**src/rtl/fft_n16_loader.sv**
```systemverilog
// Serial-to-parallel input stage for fft_n16: collects 16-sample frames
// into a fill bank and ping-pongs them into a holding bank that drives the FFT.
module fft_n16_loader #(
    parameter int W = 16,
    parameter int N = 16
) (
    input  logic            clk,
    input  logic            rst,
    input  logic            s_valid,
    output logic            s_ready,
    input  logic [W-1:0]    s_re,
    input  logic [W-1:0]    s_im,
    input  logic            s_last,
    input  logic            fft_ready,
    output logic [16*W-1:0] x_re,
    output logic [16*W-1:0] x_im,
    output logic            en,
    output logic            frame_err
);

    generate
        if (N != 16) begin : g_bad_n
            $fatal(1, "fft_n16_loader: N must be 16");
        end
    endgenerate

    logic [W-1:0]    fill_re_q [16];
    logic [W-1:0]    fill_re_d [16];
    logic [W-1:0]    fill_im_q [16];
    logic [W-1:0]    fill_im_d [16];
    logic [3:0]      fill_cnt_q;
    logic [3:0]      fill_cnt_d;
    logic            fill_full_q;
    logic            fill_full_d;
    logic [16*W-1:0] hold_re_q;
    logic [16*W-1:0] hold_re_d;
    logic [16*W-1:0] hold_im_q;
    logic [16*W-1:0] hold_im_d;
    logic            out_full_q;
    logic            out_full_d;
    logic            frame_err_q;
    logic            frame_err_d;

    logic            acc;
    logic            issue;
    logic            cnt_last;

    assign en       = out_full_q & fft_ready;
    assign issue    = fill_full_q & (~out_full_q | en);
    assign s_ready  = ~rst & (~fill_full_q | issue);
    assign acc      = s_valid & s_ready;
    assign cnt_last = (fill_cnt_q == 4'd15);

    assign x_re      = hold_re_q;
    assign x_im      = hold_im_q;
    assign frame_err = frame_err_q;

    // Sample 0 of a new frame may land on the issuing edge; the copy
    // below reads the pre-edge bank, so the two never collide.
    always_comb begin
        fill_re_d = fill_re_q;
        fill_im_d = fill_im_q;
        if (acc) begin
            fill_re_d[fill_cnt_q] = s_re;
            fill_im_d[fill_cnt_q] = s_im;
        end
    end

    always_comb begin
        fill_cnt_d  = fill_cnt_q;
        frame_err_d = 1'b0;
        if (acc) begin
            if (cnt_last || s_last) begin
                fill_cnt_d = 4'd0;
            end else begin
                fill_cnt_d = fill_cnt_q + 4'd1;
            end
            frame_err_d = s_last & ~cnt_last;
        end
    end

    always_comb begin
        fill_full_d = fill_full_q;
        if (issue) begin
            fill_full_d = 1'b0;
        end
        if (acc && cnt_last) begin
            fill_full_d = 1'b1;
        end
    end

    always_comb begin
        out_full_d = out_full_q;
        if (en) begin
            out_full_d = 1'b0;
        end
        if (issue) begin
            out_full_d = 1'b1;
        end
    end

    always_comb begin
        hold_re_d = hold_re_q;
        hold_im_d = hold_im_q;
        if (issue) begin
            for (int k = 0; k < 16; k++) begin
                hold_re_d[k*W +: W] = fill_re_q[k];
                hold_im_d[k*W +: W] = fill_im_q[k];
            end
        end
    end

    always_ff @(posedge clk) begin
        fill_re_q <= fill_re_d;
        fill_im_q <= fill_im_d;
    end

    always_ff @(posedge clk) begin
        if (rst) begin
            fill_cnt_q  <= 4'd0;
            fill_full_q <= 1'b0;
            out_full_q  <= 1'b0;
            frame_err_q <= 1'b0;
            hold_re_q   <= '0;
            hold_im_q   <= '0;
        end else begin
            fill_cnt_q  <= fill_cnt_d;
            fill_full_q <= fill_full_d;
            out_full_q  <= out_full_d;
            frame_err_q <= frame_err_d;
            hold_re_q   <= hold_re_d;
            hold_im_q   <= hold_im_d;
        end
    end

endmodule

```
**config.mk**
```make
export PLATFORM = sky130hd
export DESIGN_NAME = fft_n16_loader
export DESIGN_NICKNAME = d
export VERILOG_FILES = /design/src/rtl/fft_n16_loader.sv
export SDC_FILE = /design/constraint.sdc
export NUM_CORES = 1
export LEC_CHECK = 0
export ABC_AREA = 1
export CORE_MARGIN = 5
export CORE_UTILIZATION = 53
export DETAILED_ROUTE_END_ITERATION = 8
export PLACE_DENSITY_LB_ADDON = 0.05
export SLEW_MARGIN = 5
export SYNTH_ARGS = -nofsm -noshare
export SYNTH_HDL_FRONTEND = slang
export SYNTH_SLANG_ARGS = --single-unit
```
**constraint.sdc**
```tcl
create_clock -name clk -period 3.6 [get_ports clk]
set_input_delay 0.72 -clock clk [delete_from_list [all_inputs] [get_ports clk]]
set_output_delay 0.72 -clock clk [all_outputs]
set_load 0.01 [all_outputs]
```
# After elaboration in Yosys (flattened, before gate mapping)
# Cells that the tools add are included.
# W data, S select, Z words.
dict set report op_classes {
  mux 9
  n_lt_le_gt_ge 2
  bitwise 13
  n_shift 0
  mul 0
  n_eq_ne 1
  addsub 1
  div 0
  n_reduce_logical 6
}
# operator n
set ops {}
lappend ops {{$bwmux W256} 2}
lappend ops {{$demux W16 S4} 1}
lappend ops {{$mux W16} 1}
lappend ops {{$and A1 B1 Y1} 5}
lappend ops {{$ge A5 B5 Y1 const B} 1}
lappend ops {{$lt A5 B1 Y1 const B} 1}
lappend ops {{$not A1 Y1} 5}
lappend ops {{$not A4 Y5} 1}
lappend ops {{$add A4 B1 Y4 const B} 1}
lappend ops {{$eq A4 B4 Y1 const B} 1}
lappend ops {{$mux W1} 4}
lappend ops {{$mux W4} 1}
lappend ops {{$reduce_bool A2 Y1} 2}
lappend ops {{$logic_and A1 B1 Y1} 2}
lappend ops {{$or A1 B1 Y1} 2}
lappend ops {{$reduce_or A2 Y1} 1}
lappend ops {{$logic_or A1 B1 Y1} 1}
dict set report word_totals {
  register_bits 1031
  wordCells 70
  out_inout_bits 515
  latchBits 0
  mem_count 0
  romBits 0
  mem_bits_rw 0
}

# Logic depth before layout (Yosys ltp)
dict set report depth {
  ltp_word 8
  ltp_mapped 8
  ltp_nobuf 8
}

# Worst setup path after synthesis
# No wires, ideal clock.
dict set report synth_path {
  kind {input to register}
  startpoint {input fft_ready}
  endpoint {register fill_im_q[100] (netlist name) (enable)}
  required_ps 3179
  slack_ps 577
  arrival_time_ps 2602
  path_buffers 0
  path_stages 6
  path_cell_list {inv_2 nand3_1 nand3_2 inv_2 nand2_1 nor2_1}
}
dict set report synth_via {
  elab_chain_cells 6
}
# element line_no
set synth_lines {}
lappend synth_lines {{start: declaration} 14} ;# input logic fft_ready,
lappend synth_lines {{$and A1 B1 Y1} 48} ;# assign en = out_full_q & fft_ready;
lappend synth_lines {{$or A1 B1 Y1} 49} ;# assign issue = fill_full_q & (~out_full_q | en);
lappend synth_lines {{$and A1 B1 Y1} 49}
lappend synth_lines {{$or A1 B1 Y1} 50} ;# assign s_ready = ~rst & (~fill_full_q | issue);
lappend synth_lines {{$and A1 B1 Y1} 50}
lappend synth_lines {{$and A1 B1 Y1} 51} ;# assign acc = s_valid & s_ready;
lappend synth_lines {{end signal: assignment} 115} ;# fill_im_q <= fill_im_d;
lappend synth_lines {{end: declaration} 29} ;# logic [W-1:0] fill_im_q [16];
# No other way between the ends.
# A chain may end at the register's enable or synchronous reset.

# Final worst setup path
dict set report layout_path {
  startpoint {input fft_ready}
  endpoint {output s_ready}
}
dict set report layout_via {
  elab_chain_cells 5
}
# element line_no
set layout_lines {}
lappend layout_lines {{$and A1 B1 Y1} 48}
lappend layout_lines {{$or A1 B1 Y1} 49}
lappend layout_lines {{$and A1 B1 Y1} 49}
lappend layout_lines {{$or A1 B1 Y1} 50}
lappend layout_lines {{$and A1 B1 Y1} 50}
lappend layout_lines {{end: declaration} 10} ;# output logic s_ready,
# No other way between the ends.

==> impl_metrics.py <==
metrics = {
    "status": {
        "status": "complete, no violations",
    },
    "global_routing": {
        "grt_pass1_wl_mm": 135,
        "grt.busiest_layer": "met2",
        "antenna_found_initial": 7,
        "grt_overflow": 0,
        "use_met2_pct": 44.3,
        "use_met3_pct": 5.26,
        "grtUsageMet1_pct": 35.1,
        "grt_use_total_pct": 26.5,
        "grt_max_degree": 257,
        "grt_pass1_vias": 21691,
    },
    "critical_path": {
        "cp-end-kind": "primary output",
        "cp.required_ps": 2880,
        "cp_max_fo": 4,
        "crit_type": "in2out",
        "arrival_ps": 2120,
        "worstSetupStartpointType": "primary input",
    },
    "logic_synthesis": {
        "synth.area.top_cells": "edfxtp_1, dfxtp_1, nor2_1",
        "synth_top_family_by_area": "simple AND/OR/NAND/NOR gates",
        "syn_area_per_cell_um2": 11.9,
        "synthesis.instances": 2810,
        "yosys_register_bits": 1031,
        "synthXorXnorAreaFrac_pct": 0.0262,
        "synth_async_sr_flop_share_pct": 0,
        "ys_top_cells_by_count": "nor2_1, dfxtp_1, edfxtp_1, o21ai_0, o21ai_1",
        "seq_area_frac_synth_pct": 77.0,
        "ys.flop_type": "dfxtp_1",
        "post-synth-top-area-cell": "edfxtp_1",
        "synth_fa_ha_area_share_pct": 0.150,
        "synth_edf_count": 512,
        "synth_mux_area_share_pct": 0,
        "synthDistinctLibCells": 26,
        "synth_nets": 2851,
        "syn_area_um2": 33500,
        "netlist.area_leader.share_pct": 45.9,
        "synthSimpleGateAreaFrac_pct": 12.2,
        "synth_compound_area_share_pct": 7.72,
        "synth_most_common_cell": "nor2_1",
        "yosys_warnings": 0,
    },
    "power": {
        "switching_power_w": 0.00469,
        "peakVddDrop_v": 0.000408,
        "intPower_w": 0.0187,
        "seq_power_share_pct": 52.8,
        "switching_share_pct": 20.1,
        "p_clk_share_pct": 44.9,
        "power.density_nw_per_um2": 541,
        "p_leak_nw": 14.5,
        "pwr-share-comb_pct": 2.2,
    },
    "run": {
        "max_cap_violations": 0,
    },
    "route": {
        "drc_errors": 0,
        "drtIter0Drc": 1991,
        "vias_per_cell": 5.31,
        "wl_per_cell_um": 21.9,
        "num_vias": 22776,
        "antenna_left": 0,
        "totalWireLength_mm": 93.8,
        "dr.pass1.iters": 5,
    },
    "layout": {
        "area_growth_pct": 29.1,
        "final_util_pct": 68.7,
        "instances_no_fill": 4286,
        "nets": 3395,
        "antenna_cells": 0,
        "drive_gt1_share_pct": 7.12,
    },
    "sta": {
        "period_share_pct": 78.8,
        "fin_tns_setup_ps": 0,
        "slew_headroom_pct": 27.8,
        "grt_setup_unrepaired": "no",
        "final.min_clock_period_ps": 2840,
        "finalClockSkew_ps": 15.5,
        "slew_viol_final": 0,
        "hold_viol_final": 0,
        "fmax_mhz": 352,
        "worst_pin_slew_ps": 1080,
        "setup_viol": 0,
    },
    "clocking": {
        "cts.sinks": 1031,
        "cts-hold-fix-buffers": 0,
        "postCtsSetupRepairBufs": 0,
        "path_clk_slew_ps": 60,
        "cts_max_level": 3,
        "cts_buffers": 98,
        "cts_tree": "built",
        "clock_path_buffers": 3,
        "cts_resized": 0,
        "root_buffer": "clkbuf_16",
        "clk_latency_ps": 630,
    },
    "floorplan": {
        "die_y_um": 261,
        "core-area_um2": 62900,
        "rows": 92,
        "die_w_um": 261,
        "start_util_pct": 53.2,
        "io_pins": 552,
        "dieArea_um2": 68300,
    },
    "place": {
        "gp_congestion": 0.802,
        "place_hpwl_mm": 57.2,
        "place_inst": 4100,
        "io_buffers": 551,
    },
    "min_path": {
        "min_path_type": "reg2reg",
    },
}
==> final cells by class <==
| cell class | instances | area [um2] |
|---|---|---|
| multi-input combinational | 1597 | 6840 |
| inverter | 13 | 72.6 |
| clock inverter | 40 | 453 |
| timing repair buffer | 613 | 6110 |
| tap | 846 | 1060 |
| sequential | 1031 | 25800 |
| clock buffer | 146 | 2920 |
| fill | 4585 | 19600 |
==> path summary, 6_finish.rpt <==
check / cells after the start / end / slack (ps) / from
setup / recovery: 6 / s_ready / 760 / fft_ready
hold / removal: 2 / x_re[131] / 480 / fill_re_q[115]
setup reg to reg: 6 / fill_re_q[174] / 1390 / fill_full_q
hold reg to reg: 2 / x_re[131] / 480 / fill_re_q[115]
==> critical path, stage by stage <==
cell and delay (ps):
clkdlybuf4s50_1 500, inv_2 70, nand3_1 140, nand2_1 70, inv_1 60, clkdlybuf4s50_1 550
==> placed cells by master, fill, tap and decap left out, drive strengths merged <==
cell type / Yosys / layout
xnor2: 1 / 1
nand2: 25 / 25
dfxtp: 519 / 519
nand3: 4 / 4
a21oi: 3 / 3
edfxtp: 512 / 512
nor2: 1046 / 1046
buf: 95 / 62
o21ai: 513 / 513
inv: 13 / 18
clkinvlp: 0 / 5
clkdlybuf4s50: 0 / 551
ha: 4 / 4
bufinv: 0 / 8
nand4: 1 / 1
clkbuf: 74 / 146
clkinv: 0 / 22
==> stage by stage <==
step / total power [W] / hold slack, ps / instance area [um2] / worst slack (ps)
5_1_grt: 0.0240 / 496 / 43200 / 699
2_1_floorplan: 0.0128 / 457 / 33500 / 577
4_1_cts: 0.0235 / 483 / 43200 / 763
6_report: 0.0234 / 478 / 43200 / 763
3_5_place_dp: 0.0131 / 469 / 39800 / 489
3_3_place_gp: 0.0131 / 462 / 39800 / 550
==> layer usage <==
metal / routed length [um] / share of wire, %
met1: 36900 / 39
met2: 46200 / 49
met3: 7710 / 8.2
met4: 2940 / 3.1
met5: 20 / 0.021
==> state kept, by name (all words and copies together) (netlist names) <==
register and flops:
out_full_q 1, fill_im_q 256, x_re 256, fill_re_q 256, x_im 256, frame_err 1
fill_full_q 1, fill_cnt_q 4
==> kinds of logic (layout without fill, tap and decap cells) <==
| group | Yosys count | after routing |
|---|---|---|
| AO/OA/AOI/OAI | 516 | 516 |
| XOR/XNOR | 1 | 1 |
| adder cells (fa/ha/maj) | 4 | 4 |
| buffers and inverters | 182 | 812 |
| flip-flops | 1031 | 1031 |
| AND/OR/NAND/NOR | 1076 | 1076 |
==> power groups by stage <==
stage	clock network [W]	logic, W	registers (W)
floorplan	0	0.000205	0.0126
global placement	0	0.000505	0.0126
detailed placement	0	0.000515	0.0126
CTS	0.0106	0.000516	0.0123
global route	0.0111	0.000558	0.0123
finish	0.0105	0.000521	0.0123
No activity file was read; power rests on OpenSTA's default activity.
